## config.mk

```make
export PLATFORM = sky130hd
export DESIGN_NAME = phy_link_ctrl
export DESIGN_NICKNAME = d
export VERILOG_FILES = /design/src/rtl/phy_pkg.sv /design/src/rtl/phy_rr_arbiter.sv /design/src/rtl/phy_link_ctrl.sv
export SDC_FILE = /design/constraint.sdc
export NUM_CORES = 1
export LEC_CHECK = 0
export ABC_AREA = 1
export CORE_ASPECT_RATIO = 1.75
export CORE_UTILIZATION = 57
export CTS_CLUSTER_SIZE = 28
export DETAILED_ROUTE_END_ITERATION = 12
export PLACE_DENSITY = 0.81
export SETUP_SLACK_MARGIN = 0.2
export SYNTH_ARGS = -nofsm -noshare
export SYNTH_HDL_FRONTEND = slang
export SYNTH_SLANG_ARGS = --single-unit
export TNS_END_PERCENT = 50
```

## constraint.sdc

```tcl
create_clock -name clk_f -period 2.3 [get_ports clk_f]
set_input_delay 0.23 -clock clk_f [delete_from_list [all_inputs] [get_ports clk_f]]
set_output_delay 0.23 -clock clk_f [all_outputs]
set_load 0.1 [all_outputs]
```

## src/rtl/phy_pkg.sv

```systemverilog
// Shared constants and types for the Phy link controller.
//   COM_SYM / IDLE_SYM : training symbols exchanged during bring-up
//   link_state_t       : controller state, also exported on the debug port
//   tx_mode_t          : transmitter source select
package phy_pkg;

    localparam int unsigned NUM_LANES = 4;
    localparam int unsigned LANE_W    = $clog2(NUM_LANES);
    localparam int unsigned SYM_W     = 8;

    localparam logic [SYM_W-1:0] COM_SYM  = 8'hBC;
    localparam logic [SYM_W-1:0] IDLE_SYM = 8'h7C;

    typedef enum logic [2:0] {
        ST_RESET  = 3'd0,
        ST_SYNC   = 3'd1,
        ST_IDLE   = 3'd2,
        ST_ACTIVE = 3'd3,
        ST_ERROR  = 3'd4
    } link_state_t;

    typedef enum logic [1:0] {
        TX_OFF  = 2'b00,
        TX_COM  = 2'b01,
        TX_IDLE = 2'b10,
        TX_DATA = 2'b11
    } tx_mode_t;

endpackage

```

## src/rtl/phy_rr_arbiter.sv

```systemverilog
// Registered 4-way round-robin arbiter for the shared transmit slot.
// Ports:
//   clk_f, reset : clock, async active-low reset
//   en           : arbitrate this edge; when low grant clears, pointer and sel hold
//   req          : per-lane requests
//   grant        : registered one-hot grant (or 0)
//   sel          : index of the last granted lane
module phy_rr_arbiter
    import phy_pkg::*;
(
    input  logic                 clk_f,
    input  logic                 reset,
    input  logic                 en,
    input  logic [NUM_LANES-1:0] req,
    output logic [NUM_LANES-1:0] grant,
    output logic [LANE_W-1:0]    sel
);

    logic [LANE_W-1:0]    ptr_q, ptr_d;
    logic [LANE_W-1:0]    sel_q, sel_d;
    logic [NUM_LANES-1:0] grant_q, grant_d;
    logic [LANE_W-1:0]    idx;
    logic                 found;

    // Search starts one past the last winner; lane index wraps mod NUM_LANES.
    always_comb begin
        grant_d = '0;
        ptr_d   = ptr_q;
        sel_d   = sel_q;
        idx     = '0;
        found   = 1'b0;
        if (en) begin
            for (int unsigned i = 1; i <= NUM_LANES; i++) begin
                idx = LANE_W'(32'(ptr_q) + i);
                if (!found && req[idx]) begin
                    found        = 1'b1;
                    grant_d[idx] = 1'b1;
                    ptr_d        = idx;
                    sel_d        = idx;
                end
            end
        end
    end

    // Pointer starts at the top lane so lane 0 wins the first arbitration.
    always_ff @(posedge clk_f or negedge reset) begin
        if (!reset) begin
            ptr_q   <= LANE_W'(NUM_LANES - 1);
            sel_q   <= '0;
            grant_q <= '0;
        end else begin
            ptr_q   <= ptr_d;
            sel_q   <= sel_d;
            grant_q <= grant_d;
        end
    end

    assign grant = grant_q;
    assign sel   = sel_q;

endmodule

```

## src/rtl/phy_link_ctrl.sv

```systemverilog
// Link bring-up controller and lane scheduler for the 4-lane serial Phy.
// Ports:
//   clk_f, reset      : clock, async active-low reset
//   start             : link enable, low forces RESET
//   rx_valid, rx_data : recovered receive byte stream
//   req               : per-lane transmit requests
//   grant, sel        : registered round-robin grant and its lane index
//   tx_mode           : transmitter source (off / COM / IDLE / lane data)
//   active, error     : link up / sticky training failure
//   state             : current state for debug
module phy_link_ctrl
    import phy_pkg::*;
#(
    parameter int unsigned COM_COUNT  = 4,
    parameter int unsigned IDLE_COUNT = 2,
    parameter int unsigned TIMEOUT    = 64,
    parameter int unsigned MAX_RETRY  = 3,
    parameter int unsigned LOSS       = 8
) (
    input  logic                 clk_f,
    input  logic                 reset,
    input  logic                 start,
    input  logic                 rx_valid,
    input  logic [SYM_W-1:0]     rx_data,
    input  logic [NUM_LANES-1:0] req,
    output logic [NUM_LANES-1:0] grant,
    output logic [LANE_W-1:0]    sel,
    output logic [1:0]           tx_mode,
    output logic                 active,
    output logic                 error,
    output logic [2:0]           state
);

    localparam int unsigned COM_W   = $clog2(COM_COUNT) + 1;
    localparam int unsigned IDLE_W  = $clog2(IDLE_COUNT) + 1;
    localparam int unsigned TIMER_W = $clog2(TIMEOUT) + 1;
    localparam int unsigned RETRY_W = $clog2(MAX_RETRY) + 1;
    localparam int unsigned LOSS_W  = $clog2(LOSS) + 1;

    link_state_t        state_q, state_d;
    tx_mode_t           tx_mode_q, tx_mode_d;
    logic               active_q, active_d;
    logic               error_q, error_d;
    logic [COM_W-1:0]   com_cnt_q, com_cnt_d;
    logic [IDLE_W-1:0]  idle_cnt_q, idle_cnt_d;
    logic [TIMER_W-1:0] timer_q, timer_d;
    logic [RETRY_W-1:0] retry_q, retry_d;
    logic [LOSS_W-1:0]  loss_cnt_q, loss_cnt_d;

    logic com_hit, idle_hit, com_lock, idle_lock, timeout, last_try, lost;
    logic arb_en;

    assign com_hit   = rx_valid && (rx_data == COM_SYM);
    assign idle_hit  = rx_valid && (rx_data == IDLE_SYM);
    // Lock is judged on the byte that would complete the run, so the state
    // change lands on the same edge that samples it.
    assign com_lock  = com_hit && (com_cnt_q == COM_W'(COM_COUNT - 1));
    assign idle_lock = idle_hit && (idle_cnt_q == IDLE_W'(IDLE_COUNT - 1));
    assign timeout   = (timer_q == TIMER_W'(TIMEOUT - 1));
    assign last_try  = (retry_q == RETRY_W'(MAX_RETRY - 1));
    assign lost      = !rx_valid && (loss_cnt_q == LOSS_W'(LOSS - 1));

    // Next state, counters and registered outputs.
    always_comb begin
        state_d    = state_q;
        com_cnt_d  = com_cnt_q;
        idle_cnt_d = idle_cnt_q;
        timer_d    = timer_q;
        retry_d    = retry_q;
        loss_cnt_d = loss_cnt_q;
        tx_mode_d  = TX_OFF;
        active_d   = 1'b0;
        error_d    = 1'b0;

        unique case (state_q)
            ST_RESET: begin
                com_cnt_d  = '0;
                idle_cnt_d = '0;
                timer_d    = '0;
                retry_d    = '0;
                loss_cnt_d = '0;
                if (start) state_d = ST_SYNC;
            end
            ST_SYNC: begin
                if (timer_q != '1) timer_d = timer_q + 1'b1;
                if (com_hit) begin
                    if (com_cnt_q != '1) com_cnt_d = com_cnt_q + 1'b1;
                end else if (rx_valid) begin
                    com_cnt_d = '0;
                end
                if (com_lock) begin
                    state_d    = ST_IDLE;
                    com_cnt_d  = '0;
                    idle_cnt_d = '0;
                end else if (timeout) begin
                    timer_d   = '0;
                    com_cnt_d = '0;
                    if (retry_q != '1) retry_d = retry_q + 1'b1;
                    if (last_try) state_d = ST_ERROR;
                end
            end
            ST_IDLE: begin
                // Timer keeps running: IDLE exchange is part of the same attempt.
                if (timer_q != '1) timer_d = timer_q + 1'b1;
                if (idle_hit) begin
                    if (idle_cnt_q != '1) idle_cnt_d = idle_cnt_q + 1'b1;
                end else if (rx_valid && !com_hit) begin
                    idle_cnt_d = '0;
                end
                if (idle_lock) begin
                    state_d    = ST_ACTIVE;
                    retry_d    = '0;
                    timer_d    = '0;
                    idle_cnt_d = '0;
                    loss_cnt_d = '0;
                end else if (timeout) begin
                    timer_d    = '0;
                    com_cnt_d  = '0;
                    idle_cnt_d = '0;
                    if (retry_q != '1) retry_d = retry_q + 1'b1;
                    state_d = last_try ? ST_ERROR : ST_SYNC;
                end
            end
            ST_ACTIVE: begin
                if (!rx_valid) begin
                    if (loss_cnt_q != '1) loss_cnt_d = loss_cnt_q + 1'b1;
                end else begin
                    loss_cnt_d = '0;
                end
                if (lost) begin
                    state_d    = ST_SYNC;
                    timer_d    = '0;
                    com_cnt_d  = '0;
                    loss_cnt_d = '0;
                end
            end
            ST_ERROR: begin
                state_d = ST_ERROR;
            end
            default: begin
                state_d = ST_RESET;
            end
        endcase

        // Dropping the enable wins over every other transition.
        if (!start) begin
            state_d    = ST_RESET;
            com_cnt_d  = '0;
            idle_cnt_d = '0;
            timer_d    = '0;
            retry_d    = '0;
            loss_cnt_d = '0;
        end

        // The arbiter always grants when any lane requests, so |req predicts grant.
        case (state_d)
            ST_SYNC:   tx_mode_d = TX_COM;
            ST_IDLE:   tx_mode_d = TX_IDLE;
            ST_ACTIVE: tx_mode_d = (|req) ? TX_DATA : TX_IDLE;
            default:   tx_mode_d = TX_OFF;
        endcase
        active_d = (state_d == ST_ACTIVE);
        error_d  = (state_d == ST_ERROR);
    end

    always_ff @(posedge clk_f or negedge reset) begin
        if (!reset) begin
            state_q    <= ST_RESET;
            tx_mode_q  <= TX_OFF;
            active_q   <= 1'b0;
            error_q    <= 1'b0;
            com_cnt_q  <= '0;
            idle_cnt_q <= '0;
            timer_q    <= '0;
            retry_q    <= '0;
            loss_cnt_q <= '0;
        end else begin
            state_q    <= state_d;
            tx_mode_q  <= tx_mode_d;
            active_q   <= active_d;
            error_q    <= error_d;
            com_cnt_q  <= com_cnt_d;
            idle_cnt_q <= idle_cnt_d;
            timer_q    <= timer_d;
            retry_q    <= retry_d;
            loss_cnt_q <= loss_cnt_d;
        end
    end

    // Grant is produced on the same edge the link enters or stays in ACTIVE.
    assign arb_en = (state_d == ST_ACTIVE);

    phy_rr_arbiter u_arb (
        .clk_f (clk_f),
        .reset (reset),
        .en    (arb_en),
        .req   (req),
        .grant (grant),
        .sel   (sel)
    );

    assign tx_mode = tx_mode_q;
    assign active  = active_q;
    assign error   = error_q;
    assign state   = state_q;

endmodule

```

# After elaboration in Yosys (flattened, before gate mapping)

Index checks and enable logic that the tools add are counted.

Register bits: 34
Input port bits: 16
Output and inout bits: 13
Logic and storage cells: 175

Add/sub/neg operators: 9
$lt $le $gt $ge: 8
Eq/ne operators: 34
Muxes and demuxes: 82
Bitwise operators: 3
Reduce and logical (&&, ||, !) cells: 27

Operator list:

| kind                  | count |
|---|---|
| $mux W3               | 22 |
| $mux W4               | 13 |
| $mux W7               | 6 |
| $pmux W7 S4           | 1 |
| $ne A3 B3 Y1 const B  | 8 |
| $ne A6 B6 Y1 const B  | 4 |
| $mux W2               | 11 |
| $eq A3 B2 Y1 const B  | 6 |
| $mux W1               | 15 |
| $pmux W3 S5           | 1 |
| $logic_and A1 B1 Y1   | 13 |
| $lt A2 B3 Y1 const B  | 4 |
| $or A4 B4 Y4          | 3 |
| $pmux W2 S3           | 2 |
| $pmux W3 S4           | 1 |
| $pmux W4 S3           | 1 |
| $pmux W3 S3           | 1 |
| $bmux W1 S2           | 4 |
| $demux W1 S2          | 4 |
| $eq A8 B7 Y1 const B  | 1 |
| $eq A8 B8 Y1 const B  | 1 |
| $ge A2 B1 Y1 const B  | 4 |
| $ne A4 B1 Y1 const B  | 2 |
| $add A7 B1 Y7 const B | 1 |
| 22 further kinds      | 34 |

# Longest topological paths before layout

Gate-level depths: netlist (run 1).

Word-level depth: 20
Gate-level depth with buffers: 13
Depth with buffers taken out: 13

# By module

A second synthesis (run 1) with hierarchy kept.

Cells, all modules: 371
Area total of the unflattened synthesis: 2728.9 sq um

By module, submodules not included:

| module         | instances | cells an instance | area each (sq um) | sequential area each (sq um) |
|---|---|---|---|---|
| phy_link_ctrl  | 1         | 251               | 1798.0            | 650.6 |
| phy_rr_arbiter | 1         | 120               | 930.9             | 202.7 |

# Worst setup path before layout (run 1)

OpenSTA, ideal clock, no wires.

Path type: flip-flop to flip-flop
From: register state_q[1] (netlist: state[1])
To: register timer_q[0]
Library setup time: 0.120 ns
Arrival time: 1.986 ns
Data required time: 2.180 ns
Path slack: 0.195 ns
Cell stages (with the launch flop): 9
Path buffers: 0
Cell sequence: dfrtp_1 -> nand3_1 -> inv_2 -> nand2_2 -> a21oi_2 -> inv_2 -> nand2_1 -> xor2_1 -> nor2_1

Cells in the longest elaborated chain, start to end: 3

RTL lines:

| item                                         | line                 | source |
|---|---|---|
| start: declaration                           | phy_link_ctrl.sv:40  | `link_state_t state_q, state_d;` |
| start signal: assignment                     | phy_link_ctrl.sv:178 | `state_q <= state_d;` |
| $eq A3 B2 Y1 (tied with other cells)         | phy_link_ctrl.sv:75  | `unique case (state_q)` |
| $pmux W7 S4 (tied with other cells)          | phy_link_ctrl.sv:75  |  |
| $mux W7 or $reduce_and A2 Y1 (tied branches) | n/a                  |  |
| end signal: assignment                       | phy_link_ctrl.sv:184 | `timer_q <= timer_d;` |
| end: declaration                             | phy_link_ctrl.sv:46  | `logic [TIMER_W-1:0] timer_q, timer_d;` |

Parallel ways exist; a longest one is shown, timed or not.
A chain may end at the register's enable or synchronous reset.

# Worst setup path in the final report (run 1)

From: register u_arb.ptr_q[1]
To: register u_arb.sel_q[0] (netlist: u_arb.sel[0])

Cells in the longest elaborated chain, start to end: 17

RTL lines:

| item                                | line                 | source |
|---|---|---|
| start: declaration                  | phy_rr_arbiter.sv:19 | `logic [LANE_W-1:0] ptr_q, ptr_d;` |
| start signal: assignment            | phy_rr_arbiter.sv:48 | `ptr_q <= LANE_W'(NUM_LANES - 1);` |
| start signal: assignment            | phy_rr_arbiter.sv:52 | `ptr_q <= ptr_d;` |
| $add A2 B1 Y2                       | phy_rr_arbiter.sv:34 | `idx = LANE_W'(32'(ptr_q) + i);` |
| $bmux W1 S2                         | phy_rr_arbiter.sv:35 | `if (!found && req[idx]) begin` |
| $mux W1 (not written as such)       | phy_rr_arbiter.sv:35 |  |
| $mux W1                             | phy_rr_arbiter.sv:35 |  |
| $mux W1                             | phy_rr_arbiter.sv:32 | `if (en) begin` |
| $logic_not A1 Y1                    | phy_rr_arbiter.sv:35 |  |
| $logic_and A1 B1 Y1                 | phy_rr_arbiter.sv:35 |  |
| $mux W1                             | phy_rr_arbiter.sv:35 |  |
| $mux W1                             | phy_rr_arbiter.sv:32 |  |
| $logic_not A1 Y1                    | phy_rr_arbiter.sv:35 |  |
| $logic_and A1 B1 Y1                 | phy_rr_arbiter.sv:35 |  |
| $mux W1                             | phy_rr_arbiter.sv:35 |  |
| $mux W1                             | phy_rr_arbiter.sv:32 |  |
| $logic_not A1 Y1                    | phy_rr_arbiter.sv:35 |  |
| $logic_and A1 B1 Y1                 | phy_rr_arbiter.sv:35 |  |
| $reduce_bool A4 Y1 (no source line) | n/a                  |  |
| $reduce_and A2 Y1 (no source line)  | n/a                  |  |
| end signal: assignment              | phy_rr_arbiter.sv:53 | `sel_q <= sel_d;` |
| end: declaration                    | phy_rr_arbiter.sv:20 | `logic [LANE_W-1:0] sel_q, sel_d;` |

Parallel ways exist; a longest one is shown, timed or not. The select of a mux whose other input is x is not followed.

==> results of run 1 <==
==> layout by cell type (no fill, tap or decap), drive strengths merged, types with 2 or more instances in the layout <==
cell	count
dfrtp	32
nand3b	2
inv	52
a31oi	2
xor2	2
dfstp	2
clkdlybuf4s50	15
nand4	10
buf	21
nor2	36
ha	17
clkbuf	6
o21ai	25
nor3	6
nand2	126
clkinvlp	2
a21oi	11
nand3	35
==> worst register-to-register path, cell delays in order, from the launching register on <==
cell and delay [ns]:
dfstp_2 0.56, clkinvlp_4 0.12, ha_4 0.31, inv_1 0.07
nand3_2 0.09, nand2_4 0.08, nand2_1 0.11, inv_2 0.04
nand3_1 0.10, nand4_1 0.20, nand2_1 0.11, nand2_1 0.05
==> cells by family (layout without fill, tap and decap cells) <==
kind of cell    Yosys count  after routing  synth area share (%)
flops                    34             34                  32.2
buf+inv                  57             98                  8.41
fa+ha+maj                17             17                  8.03
mux                       1              1                 0.425
simple gates            218            218                  40.6
compound gates           43             43                  9.59
xor+xnor                  2              2                 0.662
==> per-layer routing <==
metal	wire length [um]	vias to the layer above
li1	-	1273
met1	2260	1182
met2	3510	62
met3	215	23
met4	272	0
met5	0	-
==> final cells by class <==
type / instances / area (um^2)
inverter: 54 / 206
timing repair buffer: 36 / 308
fill: 386 / 1320
multi-input combinational: 281 / 1580
sequential: 34 / 855
clock buffer: 6 / 72.6
clock inverter: 2 / 37.5
tap: 51 / 63.8
==> power breakdown <==
| part | total, uW | switching [uW] | internal [uW] |
|---|---|---|---|
| Clock | 564 | 241 | 323 |
| Combinational | 310 | 219 | 91.0 |
| Sequential | 625 | 15.4 | 610 |
| Total | 1500 | 475 | 1020 |
==> state kept, by name (all words and copies together) (netlist names) <==
name / count
active: 1
tx_mode: 2
u_arb.ptr_q: 2
timer_q: 7
loss_cnt_q: 4
com_cnt_q: 3
state: 3
idle_cnt_q: 2
u_arb.sel: 2
retry_q: 3
u_arb.grant: 4
error: 1
==> worst max-delay path by stage <==
stage                     end  slack, ns  cells after the start
2_1_floorplan    com_cnt_q[0]       0.22                     10
3_3_place_gp   u_arb.ptr_q[0]       0.31                     11
3_5_place_dp   u_arb.ptr_q[0]       0.22                     11
4_1_cts        u_arb.ptr_q[0]       0.21                     11
5_1_grt          u_arb.sel[1]       0.20                     11
6_report         u_arb.sel[0]       0.35                     11
==> through the flow <==
step / hold WS, ns / cells / setup WS (ns)
2_1_floorplan: -0.0656 / 372 / 0.220
3_3_place_gp: 0.483 / 455 / 0.308
3_5_place_dp: 0.486 / 455 / 0.221
4_1_cts: 0.362 / 463 / 0.209
5_1_grt: 0.400 / 464 / 0.203
6_report: 0.335 / 464 / 0.347
==> what timing repair did <==
item / in CTS / in global routing
setup buffers: 0 / 1
hold buffers: 0 / 0
setup endpoints to repair: 0 / 9
endpoints found under the hold margin: 0 / 0
gates resized for setup: 0 / 3
==> key figures, run 1 <==
STA
  – Setup_tns: 0 ns
  – Skew final: ~0.0027 ns
  – Slew HR: between 70% and 80%
  – Final Cycle Share: 84.9%
  – Setup-failing EPs final: 0
  – Slew Limit Fails: 0
  – Actual slew at the worst max-slew pin: approximately 0.43 ns
  – Final Critical Period: between 1.5 and 2 ns
  – Highest Clock Rate: approximately 500 MHz
  – Final hold violations: 0
  – Setup repair after global routing missed its margin: no

Logic synthesis
  – Register area share after synthesis: around 32%
  – Synth top area cells: dfrtp_1 30%, nand2_1 16%, ha_1 8.0%
  – Synth Register Bits: 34
  – Synthesized instance count: around 370
  – Top cell type's share of synthesized area: between 30% and 40%
  – Leading area contributor after synthesis: dfrtp_1
  – Commonest cells post-synth: 114 x nand2_1, 41 x inv_1, 32 x dfrtp_1
  – Number of synthesized flops with an enable pin: 0
  – Cell variety after synth: 40
  – Mapped Nets: between 400 and 500
  – Yosys warnings: 0
  – Mapped cell area: between 0.002 and 0.003 mm^2
  – Avg Inst Size Synth: 7.12 um^2
  – Top_reg_cell synth: dfrtp_1
  – Count leader, synth: nand2_1
  – Async set-reset flop share out of synthesis: between 90% and 100%

Clock network
  – CTS H-tree lvls: 2
  – Longest Clk Path Bufs: 2
  – Worst-path clk slew: roughly 0.070 ns
  – TritonCTS Buffers: 5
  – Clock tree sinks: 34
  – Clock latency on the worst-skew pair: 0.30 ns
  – CTS tree: built
  – Root buffer cell: clkbuf_8

Worst setup path
  – Buf/Inv on CP: 3
  – Worst Path Arrival: approximately 2.1 ns
  – FF-to-FF path depth: 11
  – Critical-path cell list: clkinvlp_4 -> ha_4 -> inv_1 -> nand3_2 -> nand2_4 -> nand2_1 -> inv_2 -> nand3_1 -> nand4_1 -> nand2_1 -> nand2_1
  – Largest delay contributor family on the critical path: simple AND/OR/NAND/NOR gates
  – Crit-path max FO: 8
  – Worst reg2reg endpoint: u_arb.sel[0]
  – Worst reg2reg setup slack: ~0.35 ns
  – CP Launch Point: u_arb.ptr_q[1]
  – Worst r2r src: u_arb.ptr_q[1]
  – Setup CP Type: reg -> reg
  – Critical Path Slowest Stage Cell: dfstp_2
  – CP Launch Type: flop
  – Cell mode on critical path: nand2_1
  – Worst Setup End Kind: flop
  – Critical Path RT: about 2.5 ns
  – Critical Path Max Stage Delay: around 0.56 ns

Floorplanning
  – # IOs: 29
  – Die ar.: between 0.004 and 0.005 mm^2
  – Die width: 53.5 um
  – Initial Util: between 50% and 60%
  – FP Rows: 32
  – Die Height: 92.2 um
  – Core Region: around 0.0044 mm^2

Power
  – Pleak: ~0.0017 uW
  – VDD IR max: around 520 uV
  – Final Power: 1500 uW
  – Pwr dens: roughly 480 mW/mm^2

Global routing
  – First-pass GRT wire length: between 10000 and 15000 um
  – Busiest grt layer: met2
  – Initial antenna violation count: 0
  – Overall Global Routing Usage: 29.0%
  – Met1 Track Usage GR: 27.8%
  – Vias in the first global route: about 2500
  – Pin count of the biggest net entering global routing: 35
  – Met2 Use GR: a little over half
  – Met3 usage: between 4 and 5%
  – Congestion Overflow GR: 0

Worst hold path
  – Worst min path class: in -> async

Placed design
  – GP Congestion: slightly below 0.9
  – # port buffers: 28
  – Placed Instance Area: 0.00299 mm^2
  – DPL Wire Length: about 5000 um

Finish
  – Fin util: between 70 and 80%
  – Ant. Diodes: 0
  – Nets: roughly 450
  – Post-route cell area: around 0.0031 mm^2
  – Share of cells above drive strength 1: about 20%
  – P&R area growth vs syn: 18.1%

Routing
  – DRT Wirelength: roughly 6300 um
  – Pre-antenna DRT Iters: 4
  – Via count: roughly 2500
  – Vias/cell: roughly 5.5
  – Final antenna-violating net count: 0
  – Drt drc: 0
  – WL/cell: 13.5 um
  – DRT iter0 DRCs: 60

Status
  – Status: completed

Job
  – Max-cap violations: 0
No activity file was read; power rests on OpenSTA's default activity.
==> run 2, diff against run 1 <==
==> constraint.sdc (replaced) <==
create_clock -name clk_f -period 1.85 [get_ports clk_f]
set_input_delay 0.185 -clock clk_f [delete_from_list [all_inputs] [get_ports clk_f]]
set_output_delay 0.185 -clock clk_f [all_outputs]
set_load 0.1 [all_outputs]
==> key figures, run 2 (synthesis gave the netlist of run 1 again) <==
Power
  – Pwr dens: 512 mW/mm^2 (+6.9%)
  – VDD IR max: 444 uV (-14%)
  – Pleak: 0.00185 uW (+9.2%)

Floorplanning
  – Die Height: 92.2 um (unchanged)
  – # IOs: 29 (unchanged)
  – FP Rows: 32 (unchanged)
  – Initial Util: 59.6% (unchanged)
  – Core Region: 0.00444 mm^2 (unchanged)
  – Die ar.: 0.00493 mm^2 (unchanged)
  – Die width: 53.5 um (unchanged)

Finish
  – Register area: 865 um^2 (+1.2%)
  – Share of cells above drive strength 1: 34.2% (+15 points)
  – Fill cells: 293 (-24%)
  – Nets: 470 (+5.6%)
  – Largest register FFs: 7 (unchanged)
  – Ant. Diodes: 0 (unchanged)
  – Fin util: 80.4% (+10 points)
  – Commonest non-fill, non-tap cells in the layout: 100 x nand2_1, 41 x buf_4, 34 x inv_1
  – Commonest non-fill, non-tap cell in the layout: nand2_1
  – Top reg by flops: timer_q
  – P&R area growth vs syn: 35.0%
  – Post-route cell area: 0.00357 mm^2 (+14%)
  – Post-Layout Cell Count: 489 (+5.4%)
  – Area of the multi-input gates: 0.00182 mm^2 (+15%)

Clock network
  – Worst-path clk slew: 0.07 ns (about the same)
  – CTS tree: built
  – Root buffer cell: clkbuf_8
  – CTS H-tree lvls: 2 (unchanged)
  – Longest Clk Path Bufs: 2 (unchanged)
  – Hold_buf cts: 0 (unchanged)
  – TritonCTS Buffers: 5 (unchanged)
  – Clock tree sinks: 34 (unchanged)
  – Clock latency on the worst-skew pair: 0.29 ns (about the same)

Global routing
  – Overall Global Routing Usage: 31.5% (+2.5 points)
  – Pin count of the biggest net entering global routing: 30 (-14%)
  – Met3 usage: 5.47% (+0.83 points)
  – Busiest grt layer: met2
  – Met2 Use GR: 57.3% (+3.1 points)
  – First-pass GRT wire length: 11400 um (+8.6%)
  – Met1 Track Usage GR: 30.6% (+2.7 points)
  – Congestion Overflow GR: 0 (unchanged)
  – Vias in the first global route: 2702 (+9.1%)
  – Initial antenna violation count: 0 (unchanged)

STA
  – Slew Limit Fails: 0 (unchanged)
  – Setup-failing EPs final: 4 (+4)
  – Setup_tns: -0.111 ns (-0.111 ns)
  – Setup ws final: -0.0444 ns (-0.391 ns)
  – Skew final: 0.00610 ns (+0.00342 ns)
  – Final Critical Period: 1.89 ns (-0.0589 ns)
  – Highest Clock Rate: 528 MHz (+3.1%)
  – Final Cycle Share: 102% (+17 points)
  – Slew HR: 70.3% (-0.73 points)
  – Setup repair after global routing missed its margin: yes
  – Final hold violations: 0 (unchanged)
  – Actual slew at the worst max-slew pin: 0.444 ns (+0.00927 ns)

Routing
  – DRT Wirelength: 7410 um (+19%)
  – Vias/cell: 5.74 (+4.8%)
  – Pre-antenna DRT Iters: 5 (+1)
  – DRT iter0 DRCs: 86 (+43%)
  – Final antenna-violating net count: 0 (unchanged)
  – Drt drc: 0 (unchanged)
  – WL/cell: 15.2 um (+12%)
  – Via count: 2805 (+10%)

Worst setup path
  – Worst r2r src: u_arb.ptr_q[0]
  – CP Launch Point: u_arb.ptr_q[0]
  – Setup CP Type: reg -> reg
  – CP Launch Type: flop
  – Worst Setup End Kind: flop
  – Critical Path RT: 2.08 ns (-0.41 ns)
  – Crit-path max FO: 5 (-3)
  – Worst Path Arrival: 2.13 ns (about the same)

Placed design
  – DPL Wire Length: 5070 um (+4.2%)
  – Placed Instance Area: 0.00313 mm^2 (+4.5%)
  – GP Congestion: 0.923 (+3.2%)
  – # port buffers: 28 (unchanged)
  – Placed Cells: 467 (+2.6%)

Job
  – Max-cap violations: 0 (unchanged)

Status
  – Failing checks: setup timing
  – Status: finished with violations

Worst hold path
  – Worst min path class: in -> async
## run 2: area by class of cell
| cell class | instances | share of cell area [%] |
|---|---|---|
| Clock buffer | 7 | 2.14 |
| Clock inverter | 1 | 0.210 |
| Inverter | 54 | 6.37 |
| Multi-Input combinational cell | 281 | 50.9 |
| Sequential cell | 34 | 24.2 |
| Tap cell | 51 | 1.79 |
| Timing Repair Buffer | 61 | 14.4 |
## run 2: stage by stage
stage	setup WS (ns)	hold WS, ns	total power, uW
2_1_floorplan	0.0461	-0.111	1070
3_3_place_gp	-0.0489	0.475	1200
3_5_place_dp	-0.0645	0.469	1200
4_1_cts	0.0329	0.300	1780
5_1_grt	-0.163	0.335	1920
6_report	-0.0444	0.273	1830
## run 2: critical path: stages (launching register included)
cell and delay, ns:
dfstp_2 0.60, inv_4 0.05, ha_4 0.27, inv_4 0.07, nand3_2 0.09, nand2_4 0.11
nand3_4 0.10, nor2_8 0.16, inv_4 0.06, o21ai_2 0.13, nand3_2 0.11, nand2_2 0.08
## run 2: repair_timing
item / in CTS / in global routing
resized for setup: 6 / 71
endpoints found under the setup margin: 23 / 30
pin swaps: 8 / 37
buffers inserted: 7 / 7
## run 2: layer usage
layer | wire (um) | up-vias | part of all wire, %
met5 | 0 | - | 0
met3 | 299 | 43 | 4.0
met1 | 2560 | 1340 | 35
met2 | 4090 | 92 | 55
li1 | - | 1330 | -
met4 | 456 | 0 | 6.2
## run 2: report_power, final
| part | switching [uW] | total, uW | internal, uW |
|---|---|---|---|
| clock | 287 | 553 | 267 |
| sequential | 19.9 | 782 | 762 |
| combinational | 325 | 496 | 170 |
## run 2: worst paths after layout
check,depth (start not counted),slack (ns),to
setup / recovery,11,-0.04,u_arb.sel[0]
hold reg to reg,2,0.50,idle_cnt_q[1]
hold / removal,2,0.27,timer_q[5]
max in group asynchronous,3,1.15,loss_cnt_q[2]
setup reg to reg,11,-0.04,u_arb.sel[0]
min in group clk_f,2,0.50,idle_cnt_q[1]
==> RTL edit 1, RTL diff (config.mk and constraints of run 2) <==
Make the reset (`reset`) synchronous in 2 clocked blocks. Comments in the files are not updated.
--- a/src/rtl/phy_rr_arbiter.sv
+++ b/src/rtl/phy_rr_arbiter.sv
@@ -43,7 +43,7 @@
     end
 
     // Pointer starts at the top lane so lane 0 wins the first arbitration.
-    always_ff @(posedge clk_f or negedge reset) begin
+    always_ff @(posedge clk_f) begin
         if (!reset) begin
             ptr_q   <= LANE_W'(NUM_LANES - 1);
             sel_q   <= '0;
--- a/src/rtl/phy_link_ctrl.sv
+++ b/src/rtl/phy_link_ctrl.sv
@@ -163,7 +163,7 @@
         error_d  = (state_d == ST_ERROR);
     end
 
-    always_ff @(posedge clk_f or negedge reset) begin
+    always_ff @(posedge clk_f) begin
         if (!reset) begin
             state_q    <= ST_RESET;
             tx_mode_q  <= TX_OFF;
Formal check against the unedited RTL: differs if reset is asserted again (counterexample within 4 cycles, from zero or initial values and one cycle with reset low); with reset held inactive, the same outputs for 10 cycles.
==> RTL edit 1 against run 2 <==
- the flow finishes with violations (DRC, setup timing)
- first-iteration DRC count grew 12%
- non-clock buffer count grew 5
- critical path depth is the same
- clock power grew 19%
- total power shrank 9.8%
- sequential cell count is the same
- area after synthesis shrank 14%
- worst setup slack gained 7.0 ps
- cell area shrank 6.3%
- largest cell class unchanged
- synthesized cell count shrank 10%
- routed wire length grew 3.0%
==> RTL edit 1: results (changes against run 2) <==
** Yosys
- Synth cell count leaders :: sky130_fd_sc_hd__nand2_1, sky130_fd_sc_hd__inv_1, sky130_fd_sc_hd__nor2_1
- The post-synthesis cell type count is 38 (-5.0%).
- The adder-cell share of the synthesized area was 9.33% (+1.3 points).
- Leading register cell type out of synthesis :: sky130_fd_sc_hd__dfxtp_1
- Xor and xnor area share after synthesis :: 0.768% (+0.11 points)
- The compound-cell area share of the yosys netlist was 13.8% (+4.2 points).
- Post-Synthesis Net Count :: 366 (-9.6%)

** STA
- The clock skew was 11.7 ps (+5.59 ps).
- Post-Route Setup TNS :: -42.2 ps (+68.4 ps)
- The final critical-path setup slack came to -37.3 ps (+7.01 ps).
- The headroom to the max-slew limit was 73.5% (+3.2 points).
- The total setup violations reported at the end of the flow is 2 (-2).

** Worst setup path
- The arrival time of data at the critical path endpoint came to 2080 ps (-50 ps).
- Startpoint of the most critical register-to-register path :: com_cnt_q[2]
- CP max FO :: 4 (-1)
- The largest stage delay on the critical path is 490 ps (-110 ps).

** Global routing
- The number of global-route vias before repair is 2455 (-9.1%).
- The first-pass GRT wire length came to 9680 µm (-15%).

** Routing
- Post-DR vias/cell :: 5.82 (+1.5%)
- 1st-pass router iterations :: 11 (+6)
- Drt drc :: 2 (+2)

** Place
- The post-detailed-placement half-perimeter wirelength is 4450 µm (-12%).

** Power
- The leakage power came to 1.53 nW (-17%).

** Final layout
- The number of nets in the final layout is 437 (-7.0%).

** Run status
- Status :: complete, but fails checks
- Violations in the final reports :: DRC, setup timing
==> RTL edit 1: cell count changes in the layout (fill, tap and decap cells not counted), sizes merged, moves of 9 or more <==
cell / run 2 / this run
nand2: 126 / 76
dfxtp: 0 / 34
dfrtp: 32 / 0
nand3: 35 / 24
nor3: 6 / 16
nor2: 36 / 45
==> RTL edit 1: power breakdown <==
group	internal, mW	switching (mW)	total (mW)	leakage (nW)
sequential	0.730	0.00889	0.739	0.280
clock	0.377	0.284	0.660	0.0555
combinational	0.103	0.149	0.252	1.19
total	1.21	0.442	1.65	1.53
==> RTL edit 1: what timing repair did <==
item | 4_1_cts | 5_1_grt
endpoints found under the setup margin | 27 | 33
resized for setup | 30 | 63
pin swaps | 11 | 23
setup buffers | 4 | 6
gates cloned | 0 | 0
==> RTL edit 1: path summary, 6_finish.rpt <==
kind             endpoint  depth (start not counted)  slack [ps]
max reg2reg  com_cnt_q[1]                          8         -10
min reg2reg    retry_q[2]                          2         490
max          com_cnt_q[1]                         11         -40
min            retry_q[2]                          2         490
==> RTL edit 1: final cells by class <==
cell class	instances	area, µm²
sequential	34	712
multi-input combinational	243	1690
fill	217	515
tap	48	60.1
clock buffer	7	108
inverter	54	215
timing repair buffer	66	571
==> RTL edit 1: cell families after synthesis <==
group,after synthesis
AOI/OAI and AO/OA,50
xor gates and xnor gates,2
adders and majority gates,17
buffers and inverters,56
DFF,34
and+or+nand+nor,174
==> RTL edit 1: metal layers <==
layer | vias up | global-route usage (%) | part of all wire [%]
met3 | 49 | 4.43 | 4.6
met5 | - | 0 | 0
met1 | 1226 | 24.5 | 33
li1 | 1229 | - | -
met2 | 127 | 60.9 | 56
met4 | 0 | 19.5 | 7.3
==> RTL edit 1: metrics by stage <==
step                setup slack (ps)  area [µm²]  util [%]  std cells  hold slack, ps
floorplan                       67.0        2320         -        333             270
global placement               -62.7        2830      73.3        435             450
detailed placement              -109        2830      73.3        435             461
CTS                              127        3060      79.1        446             470
global route                    -170        3350      86.7        452             502
finish                         -37.3        3350      86.7        452             486
==> RTL edit 1: worst min-delay path, delay by kind of cell (launching register included) <==
family	cells	cell delay (ps)
AO/OA/AOI/OAI	1	60
buffers and inverters	1	70
flip-flops	1	320
==> RTL edit 2, RTL diff (flow settings as in run 2) <==
Without the edit above. The parameter `LOSS` goes from 8 to 4.
--- a/src/rtl/phy_link_ctrl.sv
+++ b/src/rtl/phy_link_ctrl.sv
@@ -15,7 +15,7 @@
     parameter int unsigned IDLE_COUNT = 2,
     parameter int unsigned TIMEOUT    = 64,
     parameter int unsigned MAX_RETRY  = 3,
-    parameter int unsigned LOSS       = 8
+    parameter int unsigned LOSS       = 4
 ) (
     input  logic                 clk_f,
     input  logic                 reset,
Behaviour: same outputs for any inputs over 10 cycles, from zero or initial values and one cycle with reset low; that may be too few to reach the edited logic, so the function may still have changed.
==> RTL edit 2 against run 2 <==
- the flow still finishes with violations (setup timing)
- die area shrank 7.2%
- worst setup slack got worse by 34 ps
- routed wire length is 1.1% lower
- area after synthesis down 7.4%
- core utilization up 5.9 points
- sequential cell count down 1
- cell area is 0.74% lower
- total power rose by 6.6%
- largest power group unchanged
==> RTL edit 2: results (changes against run 2) <==
** Run status
- Status :: complete, but fails checks
- Violations in the final reports :: setup timing

** Final layout
- The count of non-filler cells in the finished layout is 471 (-3.7%).
- The share of layout cells above drive strength 1 was 37.2% (+3.0 points).
- The number of diodes was 0 (unchanged).
- The number of nets in the final layout was 456 (-3.0%).

** Yosys
- Most area-consuming cells after synthesis :: sky130_fd_sc_hd__dfrtp_1, sky130_fd_sc_hd__nand2_1, sky130_fd_sc_hd__ha_1, sky130_fd_sc_hd__inv_1, sky130_fd_sc_hd__nand3_1
- The average instance area after synthesis came to 7.08 µm² (-0.46%).
- The share of the synthesized netlist area taken by xor and xnor gates came to 0.357% (-0.30 points).
- Multiplexer share of the synthesized area :: 0.408% (-0.017 points)
- The post-synthesis cell type count is 36 (-10%).
- Synth cell count leaders :: sky130_fd_sc_hd__nand2_1, sky130_fd_sc_hd__inv_1, sky130_fd_sc_hd__dfrtp_1
- The total of warnings raised by yosys came to 0 (unchanged).
- The post-synthesis sequential area ratio came to 33.8% (+1.6 points).
- Post-Synthesis Net Count :: 381 (-5.9%)
- Post-Synth Adder-Cell Area :: 9.70% (+1.7 points)
- The compound-cell area share of the yosys netlist was 9.49% (-0.099 points).

** Clock tree
- CTS tree :: yes

** Global routing
- The overall global routing resource usage was 30.1% (-1.4 points).
- Pin count of the biggest net entering global routing :: 34 (+13%)
- Wire length of the first global-routing pass :: 10300 µm (-9.6%)

** Power
- IR drop worst, VDD :: 489 µV (+10%)
- Register share of total power :: 39.3% (-3.4 points)
- Net switching power figure :: 631 µW (-0.17%)
- Sw Ratio :: 32.3% (-2.2 points)

** STA
- The headroom to the max-slew limit came to 70.9% (+0.62 points).
- Least setup slack across all paths after layout :: -77.9 ps (-33.5 ps)
- Total of endpoints with negative setup slack in the final report :: 4 (unchanged)
- The setup total negative slack came to -195 ps (-84.6 ps).
- The final period utilization is 104% (+1.8 points).
- Layout Skew :: 5.41 ps (-0.694 ps)

** Place
- The placed cell count came to 436 (-6.6%).
- The placer congestion estimate was 0.944 (+2.2%).
- The post-detailed-placement half-perimeter wirelength came to 4690 µm (-7.5%).
- The pre-CTS setup slack came to -41.8 ps (+22.7 ps).

** Worst setup path
- The arrival time of data at the critical path endpoint was 2110 ps (-20 ps).
- The largest stage delay on the critical path was 580 ps (-20 ps).

** Routing
- The post-detailed-route wirelength per cell came to 15.6 µm (+2.7%).
- The detailed-route via count came to 2669 (-4.8%).
- Iter 0 DRT Violations :: 91 (+5.8%)
## RTL edit 2: stage by stage
step | instance area, µm² | utilization, % | hold WS, ps
floorplan | 2510 | - | -111
global placement | 2920 | 71.0 | 482
detailed placement | 2920 | 71.0 | 484
CTS | 3230 | 78.5 | 320
global route | 3550 | 86.3 | 329
finish | 3550 | 86.3 | 298
## RTL edit 2: cells by family (layout without fill, tap and decap cells)
logic type                 Yosys count  after routing
AOI/OAI and AO/OA                   42             42
buffers and inverters               48            123
adders and majority gates           19             19
DFF                                 33             33
xor gates and xnor gates             1              1
and+or+nand+nor                    202            203
muxes                                1              1
## RTL edit 2: worst paths after layout
check / endpoint / start / depth (start not counted) / slack [ps]
min in group clk_f: idle_cnt_q[1] / idle_cnt_q[1] / 2 / 520
hold reg to reg: idle_cnt_q[1] / idle_cnt_q[1] / 2 / 520
setup / recovery: u_arb.sel[1] / u_arb.ptr_q[0] / 9 / -80
setup reg to reg: u_arb.sel[1] / u_arb.ptr_q[0] / 9 / -80
hold / removal: idle_cnt_q[1] / reset / 2 / 300
max in group asynchronous: state[2] / reset / 2 / 1190
## RTL edit 2: cell type report
cell class	count	area (µm²)
clock buffer	5	68.8
clock inverter	3	46.3
fill	249	563
inverter	46	188
multi-input combinational	266	1750
sequential	33	840
tap	49	61.3
timing repair buffer	69	597
## RTL edit 2: what timing repair did
item | CTS | global route
gates resized for setup | 22 | 77
endpoints found under the setup margin | 26 | 32
cloned | 1 | 0
pin swaps | 13 | 47
setup buffers | 14 | 12
## RTL edit 2: metal layers
layer / vias to the layer above / part of all wire (%) / track usage (%)
met2: 83 / 57 / 59.7
met5: - / 0 / 0
met3: 34 / 3.5 / 5.33
li1: 1274 / - / -
met1: 1278 / 34 / 27.0
met4: 0 / 5.7 / 17.0
